**src/rtl/fp_addsub_issue.sv**
```systemverilog
// Issue/retire sequencer wrapped around add_sub_top: unpacks a packed
// operand pair, holds the fields for a settle window, then captures the
// adder's result and returns it with the request tag.
module fp_addsub_issue #(
   parameter int unsigned EXP_BITS      = 8,
   parameter int unsigned SIG_BITS      = 23,
   parameter int unsigned SETTLE_CYCLES = 2,
   parameter int unsigned TAG_BITS      = 4
) (
   input  logic                         clk,
   input  logic                         rst_n,
   input  logic                         in_valid,
   output logic                         in_ready,
   input  logic [EXP_BITS+SIG_BITS:0]   in_op1,
   input  logic [EXP_BITS+SIG_BITS:0]   in_op2,
   input  logic                         in_opcode,
   input  logic [TAG_BITS-1:0]          in_tag,
   output logic                         sign1,
   output logic                         sign2,
   output logic [EXP_BITS-1:0]          exp1,
   output logic [EXP_BITS-1:0]          exp2,
   output logic [SIG_BITS-1:0]          sig1,
   output logic [SIG_BITS-1:0]          sig2,
   output logic                         opcode,
   input  logic [EXP_BITS+SIG_BITS:0]   fp_out,
   input  logic [2:0]                   err_o,
   output logic                         out_valid,
   input  logic                         out_ready,
   output logic [EXP_BITS+SIG_BITS:0]   out_result,
   output logic [2:0]                   out_err,
   output logic [TAG_BITS-1:0]          out_tag,
   output logic                         busy
);

   localparam int unsigned W     = EXP_BITS + SIG_BITS + 1;
   localparam int unsigned CNT_W = 4;

   typedef enum logic [1:0] {
      IDLE,
      EXEC,
      DONE
   } state_t;

   state_t               state;
   state_t               state_nxt;
   logic [CNT_W-1:0]     cnt;
   logic [TAG_BITS-1:0]  tag_q;
   logic                 accept;
   logic                 capture;
   logic                 retire;

   // Next-state and handshake decode; DONE forwards out_ready to in_ready
   // so a retiring result and a new request can share one edge.
   always_comb begin
      state_nxt = state;
      accept    = 1'b0;
      capture   = 1'b0;
      retire    = 1'b0;
      in_ready  = 1'b0;
      case (state)
         IDLE: begin
            in_ready = 1'b1;
            if (in_valid) begin
               accept    = 1'b1;
               state_nxt = EXEC;
            end
         end
         EXEC: begin
            if (cnt == '0) begin
               capture   = 1'b1;
               state_nxt = DONE;
            end
         end
         DONE: begin
            in_ready = out_ready;
            if (out_ready) begin
               retire = 1'b1;
               if (in_valid) begin
                  accept    = 1'b1;
                  state_nxt = EXEC;
               end else begin
                  state_nxt = IDLE;
               end
            end
         end
         default: state_nxt = IDLE;
      endcase
   end

   // State, settle counter, operand fields and result registers.
   always_ff @(posedge clk) begin
      if (!rst_n) begin
         state      <= IDLE;
         cnt        <= '0;
         tag_q      <= '0;
         sign1      <= 1'b0;
         sign2      <= 1'b0;
         exp1       <= '0;
         exp2       <= '0;
         sig1       <= '0;
         sig2       <= '0;
         opcode     <= 1'b0;
         out_valid  <= 1'b0;
         out_result <= '0;
         out_err    <= '0;
         out_tag    <= '0;
      end else begin
         state <= state_nxt;
         if (accept) begin
            sign1  <= in_op1[W-1];
            exp1   <= in_op1[W-2 -: EXP_BITS];
            sig1   <= in_op1[SIG_BITS-1:0];
            sign2  <= in_op2[W-1];
            exp2   <= in_op2[W-2 -: EXP_BITS];
            sig2   <= in_op2[SIG_BITS-1:0];
            opcode <= in_opcode;
            tag_q  <= in_tag;
            cnt    <= CNT_W'(SETTLE_CYCLES - 1);
         end else if (state == EXEC && cnt != '0) begin
            cnt <= cnt - 1'b1;
         end
         if (capture) begin
            out_valid  <= 1'b1;
            out_result <= fp_out;
            out_err    <= err_o;
            out_tag    <= tag_q;
         end else if (retire) begin
            out_valid <= 1'b0;
         end
      end
   end

   assign busy = (state != IDLE);

endmodule

```
**config.mk**
```make
export PLATFORM = sky130hd
export DESIGN_NAME = fp_addsub_issue
export DESIGN_NICKNAME = d
export VERILOG_FILES = /design/src/rtl/fp_addsub_issue.sv
export SDC_FILE = /design/constraint.sdc
export NUM_CORES = 1
export LEC_CHECK = 0
export ABC_AREA = 0
export BUFFER_PORTS_ARGS = -buffer_cell sky130_fd_sc_hd__buf_2
export CAP_MARGIN = 40
export CORE_MARGIN = 8
export CORE_UTILIZATION = 41
export DETAILED_ROUTE_END_ITERATION = 8
export PLACE_DENSITY = 0.75
export SYNTH_ARGS = -nofsm -noshare
export SYNTH_HDL_FRONTEND = slang
export SYNTH_SLANG_ARGS = --single-unit
export TNS_END_PERCENT = 5
```
**constraint.sdc**
```tcl
create_clock -name clk -period 1.45 [get_ports clk]
set_input_delay 0.29 -clock clk [delete_from_list [all_inputs] [get_ports clk]]
set_output_delay 0.29 -clock clk [all_outputs]
set_load 0.01 [all_outputs]
```
## Word level (Yosys, flattened, before mapping)

Index checks and enable logic that the tools add are counted.

- Register bits: 115
- Input port bits: 108

- $add $sub $neg: 1
- Eq/ne operators: 5
- Mux-type cells: 17
- Bitwise operators: 1
- Reduce and logical (&&, ||, !) cells: 9

Operators with widths:

| cell | count |
|---|---|
| $mux W1 | 11 |
| $mux W2 | 3 |
| $ne A2 B2 Y1 const B | 3 |
| $pmux W2 S3 | 1 |
| $reduce_bool A2 Y1 | 3 |
| $logic_not A4 Y1 | 1 |
| $pmux W1 S2 | 2 |
| $reduce_bool A4 Y1 | 1 |
| $sub A4 B1 Y4 const B | 1 |
| $reduce_and A3 Y1 | 1 |
| $eq A2 B1 Y1 const B | 1 |
| $eq A2 B2 Y1 const B | 1 |
| $logic_not A2 Y1 | 1 |
| $reduce_or A2 Y1 | 1 |
| $logic_and A1 B1 Y1 | 1 |
| $not A1 Y1 | 1 |

## Logic depth before layout (Yosys ltp)

Gate-level depths: netlist (run 1).

- Word-level depth: 4
- Mapped depth: 7
- Mapped depth without buffers: 5

## Worst setup path before layout (run 1)

Ideal clock, no wire load.

- Path kind: register to register
- From: reg cnt[0]
- To: reg out_tag[3]
- Library setup time: 132 ps
- Arrival: 1360 ps
- Setup slack: -42 ps
- Stages on the path, launching flop included: 8
- Buffers on the path: 2
- Cell sequence: dfxtp_1 inv_1 ha_1 or3b_1 clkbuf_2 clkbuf_1 o21ai_0 a21oi_1

- Word-level cells in the longest chain between the ends: 3

Ends and longest elaborated chain:

| what | line | RTL |
|---|---|---|
| from (decl) | 46 | `logic [CNT_W-1:0] cnt;` |
| from (signal assigned) | 118 | `cnt <= CNT_W'(SETTLE_CYCLES - 1);` |
| from (signal assigned) | 120 | `cnt <= cnt - 1'b1;` |
| $logic_not A4 Y1 | 69 | `if (cnt == '0) begin` |
| $mux W1 | 69 |  |
| $mux W1 | 60 | `case (state)` |
| to (signal assigned) | 126 | `out_tag <= tag_q;` |
| to (decl) | 31 | `output logic [TAG_BITS-1:0] out_tag,` |

No other way between the ends.
A chain may end at the register's enable or synchronous reset.

## Final worst setup path (run 1)

- From: reg state[1]
- To: out busy

- Word-level cells in the longest chain between the ends: 1

Ends and longest elaborated chain:

| what | line | RTL |
|---|---|---|
| from (decl) | 44 | `state_t state;` |
| from (signal assigned) | 108 | `state <= state_nxt;` |
| $reduce_bool A2 Y1 | 133 | `assign busy = (state != IDLE);` |
| to (decl) | 32 | `output logic busy` |

No other way between the ends.

==> results of run 1 <==
## worst max-delay path, stage by stage (launching register included)
cell and delay, ns:
dfxtp_2 0.31, buf_6 0.11, or2_4 0.22, buf_6 0.12
## cell type report
cell class              count  area [µm²]  share of cell area (%)
flip-flops and latches    115        2310                    35.6
multi-input cells         356        1930                    29.8
repair buffers            243        1450                    22.4
clock buffers              19         442                    6.81
well taps                 140         175                    2.70
clock inverters            10         159                    2.45
inverters                   4        16.3                   0.251
## what timing repair did
item,4_1_cts,5_1_grt
pin swaps,1,9
setup endpoints to repair,43,73
buffers inserted,3,0
hold buffers,0,0
cloned,0,3
gates resized for setup,25,38
## cells in the mapped netlist
| cell type | n | share of area [%] |
|---|---|---|
| a211oi_1 | 1 | 0.17 |
| a21oi_1 | 113 | 13 |
| a22oi_1 | 1 | 0.17 |
| a311oi_1 | 1 | 0.20 |
| and2_1 | 1 | 0.14 |
| and2b_1 | 1 | 0.17 |
| buf_1 | 6 | 0.51 |
| buf_2 | 10 | 1.1 |
| clkbuf_1 | 39 | 3.3 |
| clkbuf_2 | 7 | 0.80 |
| dfxtp_1 | 115 | 52 |
| ha_1 | 1 | 0.28 |
| inv_1 | 4 | 0.34 |
| nand2_1 | 1 | 0.085 |
| nand2b_1 | 3 | 0.43 |
| nand3_1 | 108 | 12 |
| nand3b_1 | 1 | 0.17 |
| nor2_1 | 2 | 0.17 |
| nor2b_1 | 2 | 0.28 |
| nor3_1 | 1 | 0.11 |
| nor3b_2 | 1 | 0.28 |
| o21ai_0 | 112 | 13 |
| o22ai_1 | 1 | 0.14 |
| or2_2 | 1 | 0.14 |
| or3_1 | 1 | 0.14 |
| or3b_1 | 1 | 0.20 |
| or4_1 | 2 | 0.34 |
## state kept, by name, indices dropped and copies added (netlist names)
| signal | count |
|---|---|
| out_result | 32 |
| sign2 | 1 |
| exp1 | 8 |
| sig2 | 23 |
| sign1 | 1 |
| out_tag | 4 |
| cnt | 4 |
| sig1 | 23 |
| tag_q | 4 |
| opcode | 1 |
| out_valid | 1 |
| exp2 | 8 |
| state | 2 |
| out_err | 3 |
## power by group
group	switching [µW]	leakage, µW	internal (µW)
clock	1380	0.000291	2840
sequential	105	0.000942	3370
combinational	815	0.00162	608
total	2300	0.00285	6820
## metrics by stage
stage                     setup TNS (ns)  worst slack [ns]  power (µW)
after floorplan                   -0.336           -0.0108        4230
after global placement                 0            0.0134        4780
after detailed placement          -0.545           -0.0736        4820
after CTS                         -0.346            -0.159        9100
after global routing               -2.91            -0.171        9500
final                             -0.494            -0.103        9120
## per-layer routing
metal / up-vias / GRT usage [%] / part of all wire [%]
li1: 2328 / - / -
met1: 2237 / 22.4 / 40
met2: 219 / 32.0 / 48
met3: 27 / 10.2 / 11
met4: 2 / 7.49 / 1.9
met5: - / 0 / 0.080
## worst paths after layout
check	start	endpoint	slack, ns	cells past startpoint
hold reg to reg	out_result[28]$_SDFFE_PN0P_	out_result[28]$_SDFFE_PN0P_	0.46	2
setup reg to reg	cnt[0]$_SDFFE_PN0P_	out_result[13]$_SDFFE_PN0P_	-0.06	6
setup / recovery	state[1]$_SDFFE_PN0P_	busy	-0.10	3
hold / removal	fp_out[27]	out_result[27]$_SDFFE_PN0P_	0.03	3
## cell families (layout without fill, tap and decap cells)
group                      Yosys count  count (layout)
DFF                                115             115
adders and majority gates            1               1
and+or+nand+nor                    126             126
buffers and inverters               66             276
AOI/OAI and AO/OA                  229             229
## cell usage in the layout, fill, tap and decap left out, types with 9 or more instances in the layout
cell type	netlist	routed
dfxtp_1	115	112
nand3_1	108	108
o21ai_1	0	26
buf_4	0	12
clkbuf_16	0	17
o21ai_0	112	74
a21oi_1	113	112
buf_12	0	9
o21ai_2	0	11
buf_2	10	213
==> impl_metrics.env, run 1 <==
export IMPL_dieArea_um2=14300
export IMPL_vias_per_cell=5.43
export IMPL_placed_cells=852
export IMPL_critPathCaptureType="output pin"
export IMPL_grt_start_max_net_pins=89
export IMPL_drc=0
export IMPL_synth_area_mux_share_pct=0
export IMPL_rsz0062_at_grt="yes"
export IMPL_max_cap_violations=0
export IMPL_detail_route_iter0_violations=429
export IMPL_synth_top_family_by_area="compound AO/OA/AOI/OAI gates"
export IMPL_io_pins=215
export IMPL_grt_pass1_vias=4863
export IMPL_syn_area_um2=4400
export IMPL_htreeDepth=4
export IMPL_placed_area_um2=5720
export IMPL_fillers=935
export IMPL_area_growth_pct=47.4
export IMPL_path_max_fanout=4
export IMPL_cp_required_ns=1.16
export IMPL_fmax_ghz=0.644
export IMPL_grt_overflow=0
export IMPL_synth_simple_area_share_pct=15.0
export IMPL_insertion_delay_ns=0.50
export IMPL_io_buffers=214
export IMPL_antenna_found_initial=1
export IMPL_ant_nets=0
export IMPL_slew_headroom_pct=66.7
export IMPL_crit_type="flip-flop to output pin"
export IMPL_layout_nets=846
export IMPL_start_kind="flip-flop"
export IMPL_yosysSeqAreaShare_pct=52.3
export IMPL_finalCritPeriodShare_pct=107
export IMPL_finalHoldViolCount=0
export IMPL_grt_pass1_wl_um=23800
export IMPL_drive_gt1_share_pct=40.4
export IMPL_ys_types=27
export IMPL_wl_per_cell_um=16.9
export IMPL_die_w_um=120
export IMPL_setup_slack_ns=-0.103
export IMPL_vdd_ir_drop_max_v=0.000755
export IMPL_layout_cells_non_filler=887
export IMPL_rows=38
export IMPL_finClkSkew_ns=0.00832
export IMPL_diodes=0
export IMPL_cts_root_buf="clkbuf_8"
export IMPL_drv_slew=0
export IMPL_status="finished, violations left"
export IMPL_fp_dieH_um=120
export IMPL_power_density_nw_per_um2=1410
export IMPL_critPathArrivalTime_ns=1.26
export IMPL_drt_pass1_iter_count=7
export IMPL_initial_utilization_pct=41.3
export IMPL_fin_util_pct=60.9
export IMPL_violations="negative setup slack"
export IMPL_yosysWarningCount=0
export IMPL_synth_xor_area_share_pct=0
export IMPL_dp_hpwl_um=10300
export IMPL_cts_buffers=17
export IMPL_synth_seq_cells=115
export IMPL_path_clk_slew_ns=0.05
export IMPL_gp_congestion=0.815
export IMPL_power_leakage_uw=0.00285
export IMPL_syn_inst=537
export IMPL_clkSinkCount=115
export IMPL_wirelength_um=15000
export IMPL_core_um2=10700
export IMPL_syn_num_nets=646
export IMPL_grtUsageTotal_pct=20.0
export IMPL_period_minus_slack_ns=1.55
export IMPL_setup_viol=25
export IMPL_tightest_slew_ns=0.495
export IMPL_vias=4813
export IMPL_design_area_um2=6480
export IMPL_cts_tree="built"
export IMPL_synth_compound_area_share_pct=26.3
export IMPL_clock_path_buffers=2
export IMPL_holdCritPathClass="input port to flip-flop"
export IMPL_synthAdderAreaFrac_pct=0.284
export IMPL_whs_ns=0.0323
export IMPL_synth_avg_cell_area_um2=8.19
(Power assumes the default switching activity.)
==> run 2, diff against run 1 <==
--- a/config.mk
+++ b/config.mk
@@ -9,9 +9,11 @@
 export BUFFER_PORTS_ARGS = -buffer_cell sky130_fd_sc_hd__buf_2
 export CAP_MARGIN = 40
 export CORE_MARGIN = 8
-export CORE_UTILIZATION = 41
+export CORE_UTILIZATION = 43
+export CTS_BUF_LIST = sky130_fd_sc_hd__clkbuf_4
 export DETAILED_ROUTE_END_ITERATION = 8
-export PLACE_DENSITY = 0.75
+export PLACE_DENSITY = 0.78
+export SETUP_SLACK_MARGIN = 0.15
 export SYNTH_ARGS = -nofsm -noshare
 export SYNTH_HDL_FRONTEND = slang
 export SYNTH_SLANG_ARGS = --single-unit
==> run 2 against run 1 <==
  * The flow still finishes with violations (negative setup slack)
  * Final area rose by 24%
  * Wire length is 30% higher
  * Utilization increased by 18 points
  * Global-route usage up 3.9 points
  * Die area down 4.0%
  * Cell count grew 9.7%
  * Via count increased by 13%
  * Combinational power rose by 56%
  * Flip-flop and latch count unchanged
  * Sequential share of layout area down 5.8 points
  * Power shrank 10%
  * Setup slack worse by 0.14 ns
  * Critical endpoint is now out_result[31]$_SDFFE_PN0P_
  * Highest routed layer is now met4
==> impl_metrics.env, run 2 (synthesis results as in run 1) <==
export IMPL_status="finished, violations left"
export IMPL_violations="negative setup slack"
export IMPL_critPathArrivalTime_ns=2.12
export IMPL_startpoint="cnt[0]$_SDFFE_PN0P_"
export IMPL_final_cell_mix="buf_2 (146), a21oi_1 (79), buf_6 (77)"
export IMPL_io_pins=215
export IMPL_initial_utilization_pct=43.4
export IMPL_antenna_found_initial=0
export IMPL_die_w_um=117
export IMPL_whs_endpoint="tag_q[1]$_SDFFE_PN0P_"
export IMPL_layout_cells_most_common="buf_2"
export IMPL_cts_tree="built"
export IMPL_reg_top3="out_result (32), sig1 (23), sig2 (23)"
export IMPL_grt_pass1_wl_um=25600
export IMPL_dieArea_um2=13700
export IMPL_wirelength_um=19500
export IMPL_clkSinkCount=115
export IMPL_cp_required_ns=1.88
export IMPL_dp_hpwl_um=10000
export IMPL_r2r_end="out_result[31]$_SDFFE_PN0P_"
export IMPL_vias=5461
export IMPL_fmax_ghz=0.589
export IMPL_period_minus_slack_ns=1.70
export IMPL_drv_slew=0
export IMPL_fillers=634
export IMPL_area_growth_pct=82.2
export IMPL_multi_input_area_um2=2300
export IMPL_finalHoldViolCount=0
export IMPL_grtUsageTotal_pct=23.9
export IMPL_power_leakage_uw=0.00330
export IMPL_path_clk_slew_ns=0.10
export IMPL_io_buffers=214
export IMPL_critPathCaptureType="flip-flop"
export IMPL_crit_path_top_delay_cell="nor3b_4"
export IMPL_clock_path_buffers=2
export IMPL_worstHoldStart="in_tag[1]"
export IMPL_start_kind="flip-flop"
export IMPL_holdCritPathClass="input port to flip-flop"
export IMPL_max_cap_violations=0
export IMPL_drc=0
export IMPL_crit_type="flip-flop to flip-flop"
export IMPL_layout_nets=933
export IMPL_tightest_slew_ns=0.588
export IMPL_core_um2=10100
export IMPL_r2r_setup_slack_ns=-0.25
export IMPL_setup_slack_ns=-0.246
export IMPL_cts_root_buf="clkbuf_4"
export IMPL_finClkSkew_ns=0.0184
export IMPL_cts_buffers=17
export IMPL_fin_util_pct=79.0
export IMPL_pre_cts_ws_ns=-0.0455
export IMPL_grt_start_max_net_pins=47
export IMPL_ff2ff_path_depth=8
export IMPL_fp_dieH_um=117
export IMPL_vdd_ir_drop_max_v=0.000575
export IMPL_htreeDepth=4
export IMPL_drt_pass1_iter_count=6
export IMPL_whs_ns=0.0394
export IMPL_power_density_nw_per_um2=1020
export IMPL_slew_headroom_pct=60.8
export IMPL_detail_route_iter0_violations=595
export IMPL_placed_area_um2=5650
export IMPL_insertion_delay_ns=0.51
export IMPL_wl_per_cell_um=20.1
export IMPL_finalCritPeriodShare_pct=117
export IMPL_placed_cells=849
export IMPL_cpPeakStageDelay_ns=0.38
export IMPL_rows=37
export IMPL_gp_congestion=0.774
export IMPL_drive_gt1_share_pct=54.2
export IMPL_largest_register_ffs=32
export IMPL_diodes=0
export IMPL_grt_pass1_vias=5029
export IMPL_rsz0062_at_grt="yes"
export IMPL_design_area_um2=8010
export IMPL_path_cells="inv_2 -> ha_4 -> buf_6 -> nor3b_4 -> buf_4 -> buf_16 -> nand3_1 -> a21oi_1"
export IMPL_layout_cells_non_filler=973
export IMPL_regArea_um2=2390
export IMPL_path_max_fanout=7
export IMPL_r2r_start="cnt[0]$_SDFFE_PN0P_"
export IMPL_regMostFlops="out_result"
export IMPL_min_path_cells=3
export IMPL_grt_overflow=0
export IMPL_vias_per_cell=5.61
export IMPL_ant_nets=0
export IMPL_setup_viol=52
## run 2: cell count changes in the layout (fill, tap and decap cells not counted), moves of 22 or more
cell,delta
buf_6,+69
dlygate4sd3_1,+73
a21oi_1,-33
nand3_2,+44
buf_2,-67
dfxtp_2,+62
a21oi_2,+33
nand3_1,-48
o21ai_0,-22
dfxtp_1,-63
o21ai_1,+28
## run 2: how the worst max path moves through the flow
stage	to	slack, ns
final	out_result[31]$_SDFFE_PN0P_	-0.25
after global routing	out_result[10]$_SDFFE_PN0P_	-0.33
after CTS	in_ready	-0.20
after detailed placement	out_err[0]$_SDFFE_PN0P_	-0.05
after global placement	out_result[23]$_SDFFE_PN0P_	0.03
after floorplan	out_tag[3]$_SDFFE_PN0P_	0.005
## run 2: cell type report
class,count,area share [%]
multi-input combinational,356,28.7
clock inverter,12,1.73
inverter,4,0.203
timing repair buffer,330,35.5
clock buffer,20,1.87
tap,136,2.12
sequential,115,29.8
## run 2: timing repair
item                       CTS  global route
hold buffers                32            41
pin swaps                  102            18
gates resized for setup    153           133
hold endpoints to repair    32            41
setup buffers                7             5
gates cloned                 6             1
setup endpoints to repair  164           222
## run 2: critical path: cells and delay by family, from the launching register on
| kind | cells | cell delay, ns |
|---|---|---|
| DFF | 1 | 0.33 |
| and+or+nand+nor | 2 | 0.45 |
| AOI/OAI and AO/OA | 1 | 0.21 |
| adders and majority gates | 1 | 0.14 |
| buffers and inverters | 4 | 0.48 |
## run 2: metrics by stage
stage / power (µW) / setup TNS, ns
2_1_floorplan: 4270 / 0
3_3_place_gp: 4760 / 0
3_5_place_dp: 4810 / -0.494
4_1_cts: 7720 / -5.23
5_1_grt: 8510 / -11.53
6_report: 8160 / -6.88
## run 2: power breakdown
group          leakage (µW)  switching (µW)  internal [µW]  total (µW)
logic               0.00218            1070           1140        2210
registers          0.000967             141           3390        3530
clock network      0.000151            1200           1230        2430
## run 2: layer usage
layer  global-route usage (%)  vias up  part of all wire (%)
li1                         -     2510                     -
met1                     25.6     2588                    35
met2                     41.4      296                    53
met3                     8.88       67                   8.0
met4                     10.5        0                   3.7
met5                        0        -                     0
==> run 3, diff against run 2 <==
--- a/config.mk
+++ b/config.mk
@@ -11,9 +11,10 @@
 export CORE_MARGIN = 8
 export CORE_UTILIZATION = 43
 export CTS_BUF_LIST = sky130_fd_sc_hd__clkbuf_4
+export CTS_CLUSTER_DIAMETER = 50
 export DETAILED_ROUTE_END_ITERATION = 8
 export PLACE_DENSITY = 0.78
-export SETUP_SLACK_MARGIN = 0.15
+export SETUP_SLACK_MARGIN = 0.5
 export SYNTH_ARGS = -nofsm -noshare
 export SYNTH_HDL_FRONTEND = slang
 export SYNTH_SLANG_ARGS = --single-unit
==> run 3 against run 2 <==
  * The flow still finishes with violations (negative setup slack)
  * Clock skew shrank 0.00075 ns
  * Clock-buffer cell count unchanged
  * Combinational power is 14% higher
  * Critical path depth is 1 higher
  * Hold slack about the same
  * Fmax down 10%
  * Largest power group unchanged
  * Highest routed layer unchanged
==> impl_metrics.env, run 3 (synthesis results as in run 1) <==
export IMPL_status="finished, violations left"
export IMPL_violations="negative setup slack"
export IMPL_fmax_ghz=0.531
export IMPL_regMostFlops="out_result"
export IMPL_vdd_ir_drop_max_v=0.000608
export IMPL_clock_path_buffers=2
export IMPL_grt_start_max_net_pins=47
export IMPL_grtUsageTotal_pct=26.6
export IMPL_io_buffers=214
export IMPL_dieArea_um2=13700
export IMPL_power_frac_clock_pct=28.8
export IMPL_path_max_fanout=9
export IMPL_core_um2=10100
export IMPL_netSwitchingFraction_pct=30.6
export IMPL_cts_tree="built"
export IMPL_wl_per_cell_um=22.0
export IMPL_grtUsageMet2_pct=47.3
export IMPL_antenna_found_initial=2
export IMPL_path_delay_family="buffers and inverters"
export IMPL_layout_cells_most_common="buf_2"
export IMPL_critPathArrivalTime_ns=2.32
export IMPL_wirelength_um=22000
export IMPL_reg_top3="out_result (32), sig1 (23), sig2 (23)"
export IMPL_grt_busiest_layer="met2"
export IMPL_vias=5825
export IMPL_critPathCaptureType="flip-flop"
export IMPL_start_kind="flip-flop"
export IMPL_setup_viol=61
export IMPL_dp_hpwl_um=10000
export IMPL_crit_path_top_delay_cell="dfxtp_2"
export IMPL_io_pins=215
export IMPL_finClkSkew_ns=0.0177
export IMPL_fillers=508
export IMPL_insertion_delay_ns=0.51
export IMPL_path_cells="inv_2 -> ha_4 -> buf_6 -> nor3b_4 -> buf_6 -> buf_12 -> buf_16 -> nand3_1 -> a21oi_2"
export IMPL_cpPeakStageDelay_ns=0.34
export IMPL_fin_tns_setup_ns=-9.07
export IMPL_grt_use_met3_pct=9.34
export IMPL_die_w_um=117
export IMPL_drv_slew=0
export IMPL_drc=0
export IMPL_area_growth_pct=95.0
export IMPL_ant_nets=0
export IMPL_internal_power_uw=5890
export IMPL_grt_overflow=0
export IMPL_grt_use_met1_pct=27.8
export IMPL_rows=37
export IMPL_p_sw_uw=2600
export IMPL_holdCritPathClass="input port to flip-flop"
export IMPL_max_cap_violations=0
export IMPL_htreeDepth=4
export IMPL_power_density_nw_per_um2=990
export IMPL_rsz0062_at_grt="yes"
export IMPL_power_frac_comb_pct=29.6
export IMPL_tightest_slew_ns=0.607
export IMPL_slew_headroom_pct=59.6
export IMPL_seqPwrFrac_pct=41.6
export IMPL_grt_pass1_wl_um=28100
export IMPL_final_cell_mix="buf_2 (148), dlygate4sd3_1 (89), buf_6 (80)"
export IMPL_clkSinkCount=115
export IMPL_whs_ns=0.0398
export IMPL_setup_slack_ns=-0.435
export IMPL_grt_pass1_vias=5477
export IMPL_crit_type="flip-flop to flip-flop"
export IMPL_path_clk_slew_ns=0.11
export IMPL_cp_required_ns=1.88
export IMPL_initial_utilization_pct=43.4
export IMPL_gp_congestion=0.774
export IMPL_period_minus_slack_ns=1.88
export IMPL_finalHoldViolCount=0
export IMPL_drive_gt1_share_pct=60.6
export IMPL_detail_route_iter0_violations=538
export IMPL_path_buf_inv=5
export IMPL_layout_nets=957
export IMPL_finalCritPeriodShare_pct=130
export IMPL_cts_buffers=17
export IMPL_cp_common_cell="buf_6"
export IMPL_cts_root_buf="clkbuf_4"
export IMPL_vias_per_cell=5.83
export IMPL_power_leakage_uw=0.00348
export IMPL_fp_dieH_um=117
export IMPL_largest_register_ffs=32
export IMPL_drt_pass1_iter_count=5
run 3: cell types whose count changed in the layout (fill, tap and decap cells not counted), sizes merged:
cell	delta
buf	+11
bufbuf	-2
clkbuf	-1
diode	+3
dlygate4sd3	+16
run 3: layout make-up:
class | instances | area, µm² | share of cell area [%]
multi-input cells | 356 | 2580 | 30.1
clock buffers | 20 | 150 | 1.75
inverters | 4 | 16.3 | 0.190
repair buffers | 354 | 3130 | 36.5
clock inverters | 12 | 139 | 1.62
diodes | 3 | 7.51 | 0.0876
well taps | 136 | 170 | 1.98
flip-flops and latches | 115 | 2390 | 27.8
run 3: tightest hold or removal path: stages:
cell and delay [ns]:
buf_2 0.10, nand3_1 0.06, a21oi_1 0.06
run 3: path summary, 6_finish.rpt:
| check | end | startpoint | slack [ns] | depth (start not counted) |
|---|---|---|---|---|
| min | out_result[21]$_SDFFE_PN0P_ | fp_out[21] | 0.04 | 3 |
| max | out_result[14]$_SDFFE_PN0P_ | cnt[1]$_SDFFE_PP0P_ | -0.43 | 9 |
| max reg2reg | out_result[14]$_SDFFE_PN0P_ | cnt[1]$_SDFFE_PP0P_ | -0.43 | 9 |
| min reg2reg | out_tag[1]$_SDFFE_PN0P_ | tag_q[1]$_SDFFE_PN0P_ | 0.47 | 2 |
run 3: power by group through the flow:
stage / logic, µW / registers (µW) / clock network (µW)
4_1_cts: 2120 / 3510 / 2450
5_1_grt: 2620 / 3550 / 2600
6_report: 2510 / 3530 / 2440
2_1_floorplan: 659 / 3610 / 0
3_5_place_dp: 1280 / 3530 / 0
3_3_place_gp: 1230 / 3520 / 0
run 3: timing repair:
item	in CTS	in global routing
hold buffers	30	59
resized for setup	292	49
cloned	8	0
pin swaps	150	26
setup endpoints to repair	222	222
setup buffers	12	7
hold endpoints to repair	30	59
run 3: stage by stage:
step	area (µm²)	worst slack, ns	total power [µW]	util (%)	cells
after floorplan	4460	0.00543	4270	-	537
after global placement	5650	0.0284	4760	55.7	849
after detailed placement	5650	-0.0455	4810	55.7	849
after CTS	7740	-0.202	8080	76.4	931
after global routing	8570	-0.420	8780	84.5	999
final	8570	-0.435	8490	84.6	1000
run 3: layer usage:
layer | wire length (µm) | part of all wire, %
met5 | 0 | 0
met4 | 1130 | 5.1
met3 | 1710 | 7.8
met2 | 11600 | 53
met1 | 7590 | 35
